File: config.mk
export PLATFORM = sky130hd
export DESIGN_NAME = game_end_ctrl
export DESIGN_NICKNAME = d
export VERILOG_FILES = /design/src/rtl/game_end_ctrl.sv
export SDC_FILE = /design/constraint.sdc
export NUM_CORES = 1
export LEC_CHECK = 0
export BUFFER_PORTS_ARGS = -buffer_cell sky130_fd_sc_hd__buf_2
export CAP_MARGIN = 10
export CORE_MARGIN = 10
export CORE_UTILIZATION = 40
export DETAILED_ROUTE_END_ITERATION = 8
export GPL_ROUTABILITY_DRIVEN = 0
export PLACE_DENSITY_LB_ADDON = 0.2
export SYNTH_ARGS = -nofsm -noshare
export SYNTH_HDL_FRONTEND = slang
export SYNTH_SLANG_ARGS = --single-unit
File: constraint.sdc
create_clock -name clk -period 2.11 [get_ports clk]
set_input_delay 0.3165 -clock clk [delete_from_list [all_inputs] [get_ports clk]]
set_output_delay 0.3165 -clock clk [all_outputs]
set_load 0.005 [all_outputs]
File: src/rtl/game_end_ctrl.sv
// game_end_ctrl: PLAY/WIN/LOSE sequencer driving end-text overlay and game reset pulse.
// Define GAME_END_BLINK_EN to make the end text blink; otherwise it stays steadily on.
module game_end_ctrl #(
  parameter int BLINK_FRAMES = 30,
  parameter int HOLD_FRAMES  = 300
) (
  input  logic       clk,
  input  logic       rst,
  input  logic       vsync,
  input  logic       start,
  input  logic [3:0] hp_in,
  input  logic       item2,
  output logic [2:0] state,
  output logic       show_win,
  output logic       show_lose,
  output logic       text_on,
  output logic       game_rst
);
  localparam int HW = HOLD_FRAMES > 1 ? $clog2(HOLD_FRAMES) : 1;
  typedef enum logic [2:0] {IDLE = 3'd0, PLAY = 3'd1, WIN = 3'd2, LOSE = 3'd3, RESTART = 3'd4} state_e;
  state_e state_q;
  logic [HW-1:0] hold_q;
  logic start_q, vsync_q, show_win_q, show_lose_q, text_on_q, game_rst_q;
`ifdef GAME_END_BLINK_EN
  localparam int BW = BLINK_FRAMES > 1 ? $clog2(BLINK_FRAMES) : 1;
  logic [BW-1:0] blink_q;
`endif
  logic start_edge, frame_tick, timeout;
  assign start_edge = start & ~start_q;
  assign frame_tick = vsync & ~vsync_q;
  assign timeout    = frame_tick && hold_q == HW'(HOLD_FRAMES - 1);
  always_ff @(posedge clk) begin
    if (rst) begin
      state_q     <= IDLE;
      hold_q      <= '0;
      start_q     <= 1'b0;
      vsync_q     <= 1'b0;
      show_win_q  <= 1'b0;
      show_lose_q <= 1'b0;
      text_on_q   <= 1'b0;
      game_rst_q  <= 1'b0;
`ifdef GAME_END_BLINK_EN
      blink_q     <= '0;
`endif
    end else begin
      start_q    <= start;
      vsync_q    <= vsync;
      game_rst_q <= 1'b0;
      case (state_q)
        IDLE: if (start_edge) state_q <= PLAY;
        PLAY: if (item2 || hp_in == 4'd0) begin
          state_q     <= item2 ? WIN : LOSE;
          show_win_q  <= item2;
          show_lose_q <= ~item2;
          text_on_q   <= 1'b1;
          hold_q      <= '0;
`ifdef GAME_END_BLINK_EN
          blink_q     <= '0;
`endif
        end
        WIN, LOSE: if (start_edge || timeout) begin
          state_q     <= RESTART;
          show_win_q  <= 1'b0;
          show_lose_q <= 1'b0;
          text_on_q   <= 1'b0;
          game_rst_q  <= 1'b1;
        end else if (frame_tick) begin
          hold_q <= hold_q + HW'(1);
`ifdef GAME_END_BLINK_EN
          blink_q   <= blink_q == BW'(BLINK_FRAMES - 1) ? '0 : blink_q + BW'(1);
          text_on_q <= blink_q == BW'(BLINK_FRAMES - 1) ? ~text_on_q : text_on_q;
`endif
        end
        RESTART: state_q <= IDLE;
        default: state_q <= IDLE;
      endcase
    end
  end
  assign state     = state_q;
  assign show_win  = show_win_q;
  assign show_lose = show_lose_q;
  assign text_on   = text_on_q;
  assign game_rst  = game_rst_q;
endmodule

* After elaboration in Yosys (flattened, before gate mapping)
Cells that the tools add are included.
** Cells by class
- Multiplexer cells :: 17
- Add/subtract/negate cells :: 1
- Equality and inequality tests :: 9
- Reduce and logical (&&, ||, !) cells :: 11
- Bitwise operators :: 6
** Operator list (number)
- 9-bit 2-to-1 mux :: 3
- 9-bit case mux with 2 select lines :: 1
- 2-bit != test, second input constant :: 5
- 9-bit by 1-bit adder with 9-bit output, second input constant :: 1
- 9-bit equality test, second input constant :: 1
- 3-bit 2-to-1 mux :: 3
- 3-bit case mux with 3 select lines :: 1
- 3-bit by 2-bit equality test with 1-bit output, second input constant :: 2
- 1-bit 2-to-1 mux :: 6
- 1-bit case mux with 2 select lines :: 3
- 3-bit AND reduction :: 2
- 4-bit logical NOT :: 1
- 1-bit inverter :: 4
- 4-bit AND reduction :: 1
- 2-bit OR reduction :: 2
- 3-bit by 1-bit equality test with 1-bit output, second input constant :: 1
- 3-bit logical NOT :: 1
- 1-bit bitwise AND :: 2
- 1-bit logical OR :: 2
- 2-bit nonzero test :: 1
- 1-bit logical AND :: 1
** Storage, ports and cells
- Bits of input ports :: 9
- Register bits after elaboration :: 18

* Depth between registers and ports, before layout
- Word-level depth :: 6
- Gate-level depth with buffers :: 6

* Least setup slack after synthesis
Ideal clock, no wire load.
- Kind :: reg2reg
- Start point :: reg hold_q[0]
- End point :: reg hold_q[2]
- Path buffers :: 0
- Arrival :: 1436 ps
- Stages on the path, launching flop included :: 6
- Slack :: 586 ps
- Clock period less this slack :: 1524 ps
- Setup time :: 88 ps
- Cell sequence :: dfxtp_1 -> ha_1 -> nor4b_2 -> and4_1 -> a21oi_2 -> a311oi_2
** On the way
- Cells in the longest elaborated chain, start to end :: 5
** RTL lines
- start, declared :: RTL line 22 : logic [HW-1:0] hold_q;
- start signal, assigned :: RTL line 68 : hold_q <= hold_q + HW'(1);
- branches (longest 5 deep; another with 9-bit by 1-bit adder with 9-bit output)
Parallel ways; which one is timed is not known. The select of a mux whose other input is x is not followed.
A chain may end at the register's enable or synchronous reset.

* Worst setup path in the final report
- Start point :: reg hold_q[0]
- End point :: reg hold_q[3]
The elaborated chain is that of the path after synthesis.

==> out/results.ini <==
[die]
io_pins = 16
core_um2 = 2280
rows = 17
initial_core_util_pct = 43.0
die-area_um2 = 4820
die_w_um = 69.5
die_h_um = 69.5

[clocking]
cts-hold-fix-buffers = 0
cts-root-buf = clkbuf_4
post_cts_buffers = 0
htree_levels = 1
cts_tree = yes
cts_resized = 0
clkTransAtPathRegs_ns = 0.11
clk_latency_ns = 0.29
cts.sinks = 18
clockBufferDepth = 2
cts_buffers = 3

[route]
vias = 910
vias_per_cell = 5.99
drt-initial-drc-count = 30
drc_errors = 0
ant_nets = 0
first_pass_iters = 4
wirelength_um = 2310
wire_per_inst_um = 15.2

[setup_path]
cp_max_fo = 6
path_cells = ha_1, nor4b_2, and4_1, a21oi_2, a311oi_2
ff2ff_setup_slack_ns = 0.36
crit_slowest_cell = dfxtp_1
crit_required_ns = 2.33
cp-end-kind = flop
critPathMaxStageDelay_ns = 0.39
criticalPathCategory = reg2reg
cp-start-kind = flop
crit_arrival_ns = 1.97

[global_route]
gr-max-usage-layer = met2
grt_start_max_net_pins = 25
met2_usage_pct = 14.5
antenna_found_initial = 0
grt.overflow.total = 0
grt_pass1_wl_um = 3870
grt_pass1_vias = 847
use_met3_pct = 2.00
gr-usage-all-layers_pct = 9.36
use_met1_pct = 11.8

[sta]
max_freq_mhz = 572
period_needed_ns = 1.75
max_slew_margin_pct = 67.7
fin_ws_ns = 0.363
setup_tns_ns = 0
post-route-period-util_pct = 82.8
setup_viol = 0
worst_pin_slew_ns = 0.484
hold_viol_final = 0
rsz0062_at_grt = no
holdWs_ns = 0.244
slew_viol_final = 0
clock_skew_ns = 0.00268

[cells_and_area]
post_layout_nonfiller_instances = 152
area_delta_synth_final_pct = 13.2
fin_nets = 135
antenna_cells = 0
mostFrequentLayoutCell = dfxtp_1
drive_above_1_share_pct = 25.8
layout_common_cells = 18 x dfxtp_1, 15 x buf_2, 6 x nand2_1

[placed_design]
dp_hpwl_um = 1720
post-place-ws_ns = 0.399
dp.cells = 148
io_buffer_count = 15

[yosys]
synth-seq-cells = 18
synth_edf_count = 0
syn_area_per_cell_um2 = 8.98
syn_inst = 109
ys.flop_type = dfxtp_1
synth_top_area_share_pct = 36.8
synth_top_area_cell = dfxtp_1
async_reset_ff_share_pct = 0
ys_seq_area_share_pct = 36.8
synth_cell_types = 41
mappedNetlistNets = 119
syn-cell-area_um2 = 978
yosys-top-cells-area = dfxtp_1 37%, a31oi_1 3.2%, nor2b_1 3.2%
yosysWarningCount = 0

[power]
p_per_area_nw_per_um2 = 594
total_leakage_power_nw = 0.418
internal_power_mw = 0.492
swShare_pct = 25.2
p_total_mw = 0.658
p_seq_share_pct = 53.9
p_comb_share_pct = 13.2
p_sw_mw = 0.166
vdd_drop_max_v = 0.000321
p_clk_share_pct = 32.9

[run_status]
status = finished clean

[worst_hold_path]
hp-class = in2reg

[flow_run]
cap_violations = 0

cells by family after synthesis:
| family | after synthesis | synth area share, % |
|---|---|---|
| buffers and inverters | 11 | 6.01 |
| DFF | 18 | 36.8 |
| AOI/OAI and AO/OA | 31 | 24.8 |
| and+or+nand+nor | 46 | 29.0 |
| adders and majority gates | 1 | 1.28 |
| muxes | 2 | 2.05 |
state kept, by name, summed over array words and instances, names as in the netlist:
name,cells
vsync_q,1
game_rst,1
text_on,1
start_q,1
state,3
hold_q,9
show_lose,1
show_win,1
cells in the mapped netlist (all sizes together), types with 3 or more instances:
master and n:
a21oi 6, and3 3, o32ai 3, nand4 3, dfxtp 18, nor3 3, nand3b 4, inv 3
nand2b 4, buf 6, nand3 3, o21ai 3, nand2 6, nor2 4, a221oi 4, a31oi 5
nor2b 5
cell type report:
| type | instances | area (µm²) |
|---|---|---|
| fill | 230 | 1170 |
| multi-input combinational | 80 | 559 |
| sequential | 18 | 360 |
| timing repair buffer | 19 | 105 |
| clock buffer | 4 | 36.3 |
| tap | 28 | 35.0 |
| inverter | 3 | 11.3 |
power groups by stage:
| stage | Clock, mW | Combinational (mW) | Sequential, mW |
|---|---|---|---|
| 2_1_floorplan | 0 | 0.0587 | 0.361 |
| 3_3_place_gp | 0 | 0.0863 | 0.361 |
| 3_5_place_dp | 0 | 0.0866 | 0.362 |
| 4_1_cts | 0.225 | 0.0871 | 0.354 |
| 5_1_grt | 0.233 | 0.0966 | 0.355 |
| 6_report | 0.216 | 0.0870 | 0.354 |
metrics by stage:
| step | utilization [%] | cell area [µm²] |
|---|---|---|
| finish | 48.7 | 1110 |
| global route | 48.7 | 1110 |
| CTS | 48.7 | 1110 |
| detailed placement | 47.1 | 1070 |
| global placement | 47.1 | 1070 |
| floorplan | - | 978 |
path summary, 6_finish.rpt:
path / start / endpoint / cells past startpoint
setup / recovery: hold_q[0] / hold_q[3] / 5
hold / removal: vsync / vsync_q / 2
setup reg to reg: hold_q[0] / hold_q[3] / 5
hold reg to reg: state[2] / state[0] / 1
metal layers:
layer / part of all wire [%] / wire [µm]
met1: 47 / 1080
met2: 47 / 1080
met3: 4.5 / 103
met4: 1.9 / 43
met5: 0 / 0
worst max-delay path, delay by kind of cell, from the launching register on:
family / cells / cell delay (ns)
flops: 1 / 0.39
fa+ha+maj: 1 / 0.28
compound gates: 2 / 0.33
simple gates: 2 / 0.67
(Power assumes the default switching activity.)
